===== config.mk =====
export PLATFORM = sky130hd
export DESIGN_NAME = spi_slave_rx_tx
export DESIGN_NICKNAME = d
export VERILOG_FILES = /design/src/rtl/spi_slave_rx_tx.sv
export SDC_FILE = /design/constraint.sdc
export NUM_CORES = 1
export LEC_CHECK = 0
export ABC_AREA = 1
export CAP_MARGIN = 40
export CORE_MARGIN = 5
export CORE_UTILIZATION = 25
export CTS_CLUSTER_SIZE = 25
export DETAILED_ROUTE_END_ITERATION = 12
export PLACE_DENSITY = 0.46
export RECOVER_POWER = 50
export SETUP_SLACK_MARGIN = 0.15
export SLEW_MARGIN = 30
export SYNTH_ARGS = -nofsm -noshare
export SYNTH_HDL_FRONTEND = slang
export SYNTH_SLANG_ARGS = --single-unit

===== constraint.sdc =====
create_clock -name CLOCK -period 4.1 [get_ports CLOCK]
set_clock_uncertainty 0.15 [all_clocks]
set_input_delay 0.41 -clock CLOCK [delete_from_list [all_inputs] [get_ports CLOCK]]
set_output_delay 0.41 -clock CLOCK [all_outputs]
set_load 0.005 [all_outputs]

===== src/rtl/spi_slave_rx_tx.sv =====
// SPI responder. SCK/SS/MOSI are oversampled in the CLOCK domain; all four
// CPOL/CPHA modes, MSB first, with a one-word TX holding buffer.
module spi_slave_rx_tx #(
  parameter int                D_PACK = 8,
  parameter logic [D_PACK-1:0] FILL   = {D_PACK{1'b1}}
) (
  input  logic              CLOCK,
  input  logic              RST,
  input  logic              SCK,
  input  logic              SS,
  input  logic              MOSI,
  output logic              MISO,
  output logic              MISO_OE,
  input  logic              C_POL,
  input  logic              C_PH,
  input  logic [D_PACK-1:0] TX_DATA,
  input  logic              TX_VALID,
  output logic              TX_READY,
  output logic [D_PACK-1:0] RX_DATA,
  output logic              RX_VALID,
  output logic              UNDERRUN,
  output logic              BUSY
);

  localparam int CW = $clog2(D_PACK + 1);

  typedef enum logic {IDLE, ACTIVE} state_t;

  state_t            state_q, state_d;
  logic [2:0]        sck_sync_q, sck_sync_d;
  logic [2:0]        ss_sync_q, ss_sync_d;
  logic [1:0]        mosi_sync_q, mosi_sync_d;
  logic              sample_q, sample_d;
  logic              shift_q, shift_d;
  logic              ss_fall_q, ss_fall_d;
  logic              ss_rise_q, ss_rise_d;
  logic              mosi_smp_q, mosi_smp_d;
  logic [CW-1:0]     bit_cnt_q, bit_cnt_d;
  logic [D_PACK-1:0] rx_sr_q, rx_sr_d;
  logic [D_PACK-1:0] rx_data_q, rx_data_d;
  logic              rx_valid_q, rx_valid_d;
  logic              underrun_q, underrun_d;
  logic [D_PACK-1:0] tx_sr_q, tx_sr_d;
  logic [D_PACK-1:0] buf_q, buf_d;
  logic              buf_full_q, buf_full_d;
  logic              sck_edge;
  logic              lead_edge;
  logic              trail_edge;
  logic              load;

  // Synchronizer chains and edge strobes; strobes are registered together
  // with the MOSI bit so a sample always pairs with the data seen at its edge.
  always_comb begin
    sck_sync_d  = {sck_sync_q[1:0], SCK};
    ss_sync_d   = {ss_sync_q[1:0], SS};
    mosi_sync_d = {mosi_sync_q[0], MOSI};
    sck_edge    = sck_sync_q[1] ^ sck_sync_q[2];
    lead_edge   = sck_edge & (sck_sync_q[1] != C_POL);
    trail_edge  = sck_edge & (sck_sync_q[1] == C_POL);
    sample_d    = C_PH ? trail_edge : lead_edge;
    shift_d     = C_PH ? lead_edge : trail_edge;
    ss_fall_d   = ss_sync_q[2] & ~ss_sync_q[1];
    ss_rise_d   = ~ss_sync_q[2] & ss_sync_q[1];
    mosi_smp_d  = mosi_sync_q[1];
  end

  // Synchronizer flops carry no reset so a reset mid-frame cannot fake an SS edge.
  always_ff @(posedge CLOCK) begin
    sck_sync_q  <= sck_sync_d;
    ss_sync_q   <= ss_sync_d;
    mosi_sync_q <= mosi_sync_d;
  end

  // Frame FSM, shift registers, word counter and TX holding buffer.
  always_comb begin
    state_d    = state_q;
    bit_cnt_d  = bit_cnt_q;
    rx_sr_d    = rx_sr_q;
    rx_data_d  = rx_data_q;
    rx_valid_d = 1'b0;
    underrun_d = 1'b0;
    tx_sr_d    = tx_sr_q;
    buf_d      = buf_q;
    buf_full_d = buf_full_q;
    load       = 1'b0;

    case (state_q)
      IDLE: begin
        if (ss_fall_q) begin
          state_d   = ACTIVE;
          bit_cnt_d = '0;
          load      = ~C_PH;
        end
      end
      ACTIVE: begin
        if (ss_rise_q) begin
          state_d   = IDLE;
          bit_cnt_d = '0;
        end else begin
          if (sample_q) begin
            rx_sr_d = {rx_sr_q[D_PACK-2:0], mosi_smp_q};
            if (bit_cnt_q == CW'(D_PACK - 1)) begin
              rx_data_d  = rx_sr_d;
              rx_valid_d = 1'b1;
              bit_cnt_d  = '0;
            end else begin
              bit_cnt_d = bit_cnt_q + CW'(1);
            end
          end
          // A shift edge at bit_cnt==0 is either the edge after a finished word
          // (CPHA=0) or the launch edge of bit 0 (CPHA=1): both load a new word.
          if (shift_q) begin
            if (bit_cnt_q == '0) load = 1'b1;
            else                 tx_sr_d = tx_sr_q << 1;
          end
        end
      end
      default: state_d = IDLE;
    endcase

    if (load) begin
      if (buf_full_q) begin
        tx_sr_d    = buf_q;
        buf_full_d = 1'b0;
      end else begin
        tx_sr_d    = FILL;
        underrun_d = 1'b1;
      end
    end

    // Write is evaluated after the load so a coincident load sees the old buffer.
    if (TX_VALID && !buf_full_q) begin
      buf_d      = TX_DATA;
      buf_full_d = 1'b1;
    end
  end

  // State register with synchronous reset.
  always_ff @(posedge CLOCK) begin
    if (RST) begin
      state_q    <= IDLE;
      sample_q   <= 1'b0;
      shift_q    <= 1'b0;
      ss_fall_q  <= 1'b0;
      ss_rise_q  <= 1'b0;
      mosi_smp_q <= 1'b0;
      bit_cnt_q  <= '0;
      rx_sr_q    <= '0;
      rx_data_q  <= '0;
      rx_valid_q <= 1'b0;
      underrun_q <= 1'b0;
      tx_sr_q    <= '0;
      buf_q      <= '0;
      buf_full_q <= 1'b0;
    end else begin
      state_q    <= state_d;
      sample_q   <= sample_d;
      shift_q    <= shift_d;
      ss_fall_q  <= ss_fall_d;
      ss_rise_q  <= ss_rise_d;
      mosi_smp_q <= mosi_smp_d;
      bit_cnt_q  <= bit_cnt_d;
      rx_sr_q    <= rx_sr_d;
      rx_data_q  <= rx_data_d;
      rx_valid_q <= rx_valid_d;
      underrun_q <= underrun_d;
      tx_sr_q    <= tx_sr_d;
      buf_q      <= buf_d;
      buf_full_q <= buf_full_d;
    end
  end

  assign BUSY     = (state_q == ACTIVE);
  assign MISO_OE  = BUSY;
  assign MISO     = BUSY ? tx_sr_q[D_PACK-1] : 1'b1;
  assign TX_READY = ~buf_full_q;
  assign RX_DATA  = rx_data_q;
  assign RX_VALID = rx_valid_q;
  assign UNDERRUN = underrun_q;

endmodule

==> run summary, run 1 <==
* 0.950 mW — power after layout
* 0 — Antenna Cells
* 7300 µm — first-pass GRT wire length
* 0.738 — weighted congestion at the end of routability-driven global placement
* 0 — initial antenna violation count
* 2530 µm² — post-route cell area
* 0.10 ns — Worst-path clk slew
* 0.554 — ratio of final minimum period to clock period
* 0 — number of hold violations in the final report
* 4 — number of search-and-repair iterations in the first detailed-routing pass
* 0.31 ns — latest clock arrival within the worst-skew pair
* 0 — quantity of hold-fixing buffers added after cts
* 307 — Final Net Count
* in -> reg — category of the critical setup timing path
* 2 — Max clock buf depth
* 0.186 ns — post-route worst hold slack
* 2.27 ns — post-route minimum period
* 23 — largest net degree at the start of global routing
* 0.253 — starting density of the core
* 0 — synthesis warning total
* 2460 µm² — cell area after placement
* 1.12 nW — cell leakage power
* 0 — remaining global-route overflow
* 0.0828 — share of post-route cells with drive strength above 1
* 23.2% — Synth-to-Final Area Change
* 0 — Final Setup Violations
* 0.598 ns — transition time at the pin with the least slew margin
* 0 — Post-route DRC
* 0.123 mV — peak ir drop on the vdd network
* 881 — fillcell total
* 4170 µm — WL final
* 52 — CTS sink count
* 8130 µm² — core region area
* 26 — number of distinct library cell variants in the gate-level netlist after synthesis
* 101 µm — DIE HEIGHT
* 0.506 — sequential cell area fraction in the yosys report
* 1631 — via total after detailed routing
* 4.13 — average vias per placed instance
* 387 — total instance count after detailed placement
* 0 — antenna violation net count after detailed routing
* 375 nW/µm² — total power density per cell area
* 29 — number of port buffers
* 10.6 µm — final routed wire length divided by cell count
* 0 — Max Slew Vio Count
* 30 — I/O pins
* 2.00 ns — setup slack of the most critical reg-to-reg path
* 0.50 ns — biggest cell delay along the critical path
* 2.31 ns — CP Data Arrival Time
* 39 — Starting DRT DRC Count
* sky130_fd_sc_hd__clkdlybuf4s50_1 — Crit-path slowest cell
* flop — critical path endpoint category
* 101 µm — die boundary width
* false — setup repair after global routing missed its margin
* 33 — cell row count
* sky130_fd_sc_hd__clkbuf_8 — CTS root buf
* 52 — Seq cells post-synth
* 259 — Mapped Cells
* clkdlybuf4s50_1 -> inv_1 -> nand3_1 -> nand2_1 -> o21ai_0 -> a21oi_1 — list of cells traversed by the critical path
* 7.95 µm² — Avg Inst Size Synth
* 0.0891 — total track usage
* 15 — maximum fanout along the worst path
* 0 — max-cap viol count
* 5 — number of clock buffers inserted by TritonCTS
* 0 — post-cts repair resize count
* 1595 — via count of the first global-routing pass
* 0 ns — final-layout setup total negative slack
* 10100 µm² — Die Area
* 2060 µm² — netlist area before placement
* 0 — post-CTS setup buffer count
* input pin — startpoint kind of the worst setup timing path
* 0.600 — tightest slew margin relative to the limit
* 4.14 ns — required time at the endpoint of the critical path
* 0.440 GHz — peak clock frequency supported by timing
* 3070 µm — hpwl dp
* finished, final reports clean — result of the run
* 277 — net count of the mapped netlist
* reg -> reg — HP Class
* yes — clock tree from TritonCTS
* 395 — final cell count without fillers
* 2 — Max H-tree Level
## power by group
part           switching, mW  internal (mW)  total (mW)
registers             0.0124          0.526       0.539
clock network          0.182          0.126       0.308
logic                 0.0570         0.0464       0.103
## cells in the final DEF (no fill, tap or decap), types with 2 or more instances in the layout
| master | synthesis | layout |
|---|---|---|
| sky130_fd_sc_hd__a21oi_1 | 17 | 17 |
| sky130_fd_sc_hd__clkbuf_8 | 0 | 5 |
| sky130_fd_sc_hd__clkdlybuf4s50_1 | 0 | 15 |
| sky130_fd_sc_hd__clkinv_4 | 1 | 2 |
| sky130_fd_sc_hd__dfxtp_1 | 52 | 52 |
| sky130_fd_sc_hd__dlygate4sd3_1 | 0 | 14 |
| sky130_fd_sc_hd__ha_1 | 2 | 2 |
| sky130_fd_sc_hd__inv_1 | 25 | 25 |
| sky130_fd_sc_hd__inv_2 | 2 | 2 |
| sky130_fd_sc_hd__inv_6 | 0 | 2 |
| sky130_fd_sc_hd__nand2_1 | 37 | 40 |
| sky130_fd_sc_hd__nand2_4 | 4 | 3 |
| sky130_fd_sc_hd__nand3_1 | 16 | 17 |
| sky130_fd_sc_hd__nand3_2 | 4 | 3 |
| sky130_fd_sc_hd__nor2_1 | 51 | 51 |
| sky130_fd_sc_hd__nor3_1 | 2 | 2 |
| sky130_fd_sc_hd__o21ai_0 | 27 | 27 |
| sky130_fd_sc_hd__o21ai_2 | 2 | 2 |
| sky130_fd_sc_hd__or2_2 | 2 | 2 |
| sky130_fd_sc_hd__xor2_1 | 2 | 2 |
## final timing paths
check	startpoint	endpoint	cells after the start
max	C_PH	tx_sr_q[3]	6
min	mosi_sync_q[0]	mosi_sync_q[1]	0
max reg2reg	BUSY	tx_sr_q[3]	5
min reg2reg	mosi_sync_q[0]	mosi_sync_q[1]	0
## sequential cells by signal (all words and copies together), names as in the netlist, 2 cells and up
name / count
mosi_sync_q: 2
ss_sync_q: 3
tx_sr_q: 8
bit_cnt_q: 4
sck_sync_q: 3
rx_sr_q: 7
RX_DATA: 8
buf_q: 8
## critical path, delay by kind of cell
family,cells,cell delay (ns)
AND/OR/NAND/NOR,2,0.94
buffers and inverters,2,0.58
AO/OA/AOI/OAI,2,0.37
## metrics by stage
step	worst slack, ns	utilization
6_report	1.83	0.312
4_1_cts	2.12	0.314
3_3_place_gp	1.66	0.299
5_1_grt	1.56	0.312
2_1_floorplan	2.75	-
3_5_place_dp	1.91	0.302
## cells in the mapped netlist
master | count | area (µm²)
sky130_fd_sc_hd__xor2_1 | 2 | 17.5
sky130_fd_sc_hd__nor2_1 | 51 | 191
sky130_fd_sc_hd__a21oi_1 | 17 | 85.1
sky130_fd_sc_hd__buf_4 | 1 | 7.51
sky130_fd_sc_hd__nand3_2 | 4 | 40.0
sky130_fd_sc_hd__clkinv_4 | 1 | 8.76
sky130_fd_sc_hd__buf_2 | 1 | 5.00
sky130_fd_sc_hd__o21ai_2 | 2 | 17.5
sky130_fd_sc_hd__inv_2 | 2 | 7.51
sky130_fd_sc_hd__nor2_4 | 1 | 11.3
sky130_fd_sc_hd__nand2_8 | 1 | 20.0
sky130_fd_sc_hd__buf_8 | 1 | 15.0
sky130_fd_sc_hd__ha_1 | 2 | 25.0
sky130_fd_sc_hd__dfxtp_1 | 52 | 1040
sky130_fd_sc_hd__nand2_2 | 2 | 12.5
sky130_fd_sc_hd__inv_1 | 25 | 93.8
sky130_fd_sc_hd__buf_6 | 1 | 11.3
sky130_fd_sc_hd__xnor2_1 | 1 | 8.76
sky130_fd_sc_hd__nor3_1 | 2 | 10.0
sky130_fd_sc_hd__nand2_4 | 4 | 45.0
sky130_fd_sc_hd__nand2_1 | 37 | 139
sky130_fd_sc_hd__clkbuf_1 | 3 | 11.3
sky130_fd_sc_hd__nand4_1 | 1 | 6.26
sky130_fd_sc_hd__o21ai_0 | 27 | 135
sky130_fd_sc_hd__nand3_1 | 16 | 80.1
sky130_fd_sc_hd__or2_2 | 2 | 12.5
## cell type report
class	count	area, µm²	area share
clock inverter	3	26.3	0.0104
timing repair buffer	30	318	0.125
sequential	52	1040	0.411
tap	105	131	0.0518
multi-input combinational	172	840	0.331
clock buffer	5	68.8	0.0271
inverter	28	110	0.0434
## cells by family (layout without fill, tap and decap cells)
logic type / Yosys count / in the layout / share of synthesized area
AND/OR/NAND/NOR: 121 / 121 / 0.276
flip-flops: 52 / 52 / 0.506
AO/OA/AOI/OAI: 46 / 46 / 0.116
buffers and inverters: 35 / 66 / 0.0778
XOR/XNOR: 3 / 3 / 0.0128
adder cells (fa/ha/maj): 2 / 2 / 0.0122
## per-layer routing
metal | GRT usage | up-vias | share of wire
met3 | 0.0277 | 2 | 0.048
met5 | 0 | - | 0
met1 | 0.108 | 723 | 0.48
met4 | 0.0218 | 0 | 0.0019
met2 | 0.153 | 26 | 0.47
li1 | - | 880 | -
(Power assumes the default switching activity.)
==> inputs of run 2 (changes only) <==
Settings changed: PLACE_DENSITY 0.46 to 0.47.
Clock period 4.1 ns to 1.87 ns, I/O delays scaled along.
==> run 2 against run 1 <==
Core utilization is 0.37 points higher. Flip-flop and latch count stayed put. Combinational power is 120% higher. Non-clock buffer count is 3 higher.
==> run summary, run 2 (same netlist as run 1, synthesis figures left out) <==
* yes — clock tree from TritonCTS
* 30 — I/O pins, unchanged
* 0.253 — starting density of the core, unchanged
* 0 — antenna violation net count after detailed routing, unchanged
* reg -> out — category of the critical setup timing path
* mosi_sync_q[0] — min-delay src
* 4.16 — average vias per placed instance, +0.65%
* 7070 µm — first-pass GRT wire length, -3.1%
* 0.0862 — total track usage, -0.00293
* 0.100 — GR met1 Demand/Resource, -0.00772
* 1619 — via count of the first global-routing pass, +1.5%
* false — setup repair after global routing missed its margin
* 0.151 — met2 Usage GRT, -0.00203
* 24.6% — Synth-to-Final Area Change
* 8130 µm² — core region area, unchanged
* 2 — Max H-tree Level, unchanged
* BUSY — first element of the critical path
* 10100 µm² — Die Area, unchanged
* 0 — Max Slew Vio Count, unchanged
* 46 — Starting DRT DRC Count, +18%
* 1654 — via total after detailed routing, +1.4%
* clkdlybuf4s50_1 — list of cells traversed by the critical path
* 0 — remaining global-route overflow, unchanged
* 0 — Final Setup Violations, unchanged
* 2.18 mW — power after layout, +130%
* 0 — max-cap viol count, unchanged
* 310 — Final Net Count, +0.98%
* 2 — Max clock buf depth, unchanged
* 1 — Worst Path Buf+Inv, -1
* 0 — number of hold violations in the final report, unchanged
* 0.185 ns — post-route worst hold slack, -0.00161 ns
* sky130_fd_sc_hd__dfxtp_1 — leading cell type in the layout, fill and taps excluded
* 10.6 µm — final routed wire length divided by cell count, +0.34%
* 29 — number of port buffers, unchanged
* 0.305 mV — peak ir drop on the vdd network, +150%
* 1.10 nW — cell leakage power, -1.8%
* 851 nW/µm² — total power density per cell area, +130%
* 5 — number of clock buffers inserted by TritonCTS, unchanged
* 1.53 ns — required time at the endpoint of the critical path, -2.61 ns
* 101 µm — die boundary width, unchanged
* 0.0956 — share of post-route cells with drive strength above 1, +0.0128
* 101 µm — DIE HEIGHT, unchanged
* buffers and inverters — dominant delay contributor by cell family on the critical path
* output pin — critical path endpoint category
* 3050 µm — hpwl dp, -0.49%
* 0.636 — tightest slew margin relative to the limit, +0.0355
* 52 — CTS sink count, unchanged
* 0 — Post-route DRC, unchanged
* 1.66 ns — post-route minimum period
* reg -> reg — HP Class
* 1.33 ns — CP Data Arrival Time, -0.98 ns
* 0 — quantity of hold-fixing buffers added after cts, unchanged
* 0.56 ns — biggest cell delay along the critical path, +0.06 ns
* met2 — layer carrying the most global-route usage
* 4220 µm — WL final, +1.1%
* 0.890 — ratio of final minimum period to clock period
* 0.601 GHz — peak clock frequency supported by timing
* 0.0270 — met3 GRT Util, -0.000692
* 20 — largest net degree at the start of global routing, -13%
* 0 — Antenna Cells, unchanged
* 0 ns — final-layout setup total negative slack, unchanged
* 6 — number of search-and-repair iterations in the first detailed-routing pass, +2
* 0 — post-CTS setup buffer count, unchanged
* sky130_fd_sc_hd__dfxtp_1, sky130_fd_sc_hd__nor2_1, sky130_fd_sc_hd__nand2_1, sky130_fd_sc_hd__o21ai_0, sky130_fd_sc_hd__inv_1 — most frequent cells in the layout
* 0.10 ns — Worst-path clk slew, about the same
* finished, final reports clean — result of the run
* sky130_fd_sc_hd__clkbuf_8 — CTS root buf
* 0 — initial antenna violation count, unchanged
* 0.315 — post-layout util, +0.00369
* BUSY — worst reg2reg path startpoint
* sky130_fd_sc_hd__clkdlybuf4s50_1 — Crit-path slowest cell
* 0.30 ns — latest clock arrival within the worst-skew pair, about the same
* 7 — maximum fanout along the worst path, -8
* flop — startpoint kind of the worst setup timing path
* 0.755 — weighted congestion at the end of routability-driven global placement, +2.4%
* 872 — fillcell total, -1.0%
* 33 — cell row count, unchanged
* 0.546 ns — transition time at the pin with the least slew margin, -0.0516 ns
run 2: path summary, 6_finish.rpt:
check                         to  slack (ns)  depth (start not counted)
hold / removal    mosi_sync_q[1]        0.18                          0
setup / recovery            BUSY        0.21                          1
hold reg to reg   mosi_sync_q[1]        0.18                          0
setup reg to reg      rx_sr_q[0]        0.33                          5
run 2: power by group:
part | internal [mW] | total (mW) | switching [mW] | leakage, nW
clock | 0.397 | 0.770 | 0.373 | 0.0541
sequential | 1.15 | 1.18 | 0.0273 | 0.426
combinational | 0.101 | 0.231 | 0.130 | 0.615
total | 1.65 | 2.18 | 0.531 | 1.10
run 2: through the flow:
| step | setup slack (ns) | instance area (µm²) | std cells |
|---|---|---|---|
| floorplan | 0.524 | 2060 | 259 |
| global placement | 0.169 | 2460 | 390 |
| detailed placement | 0.140 | 2460 | 390 |
| CTS | 0.201 | 2570 | 398 |
| global route | 0.115 | 2560 | 398 |
| finish | 0.205 | 2560 | 398 |
run 2: final cells by class:
class	count	area (µm²)	share of cell area
clock buffer	5	68.8	0.0268
multi-input combinational	172	852	0.332
sequential	52	1040	0.406
clock inverter	3	42.5	0.0166
timing repair buffer	33	317	0.123
tap	105	131	0.0512
inverter	28	113	0.0439
run 2: timing repair:
item | 4_1_cts | 5_1_grt
gates resized for setup | 1 | 1
setup endpoints to repair | 1 | 1
pin swaps | 0 | 0
run 2: per-layer routing:
layer | vias to the layer above | routed length (µm)
met3 | 2 | 185
met5 | - | 0
li1 | 883 | -
met1 | 751 | 1970
met2 | 18 | 2040
met4 | 0 | 22
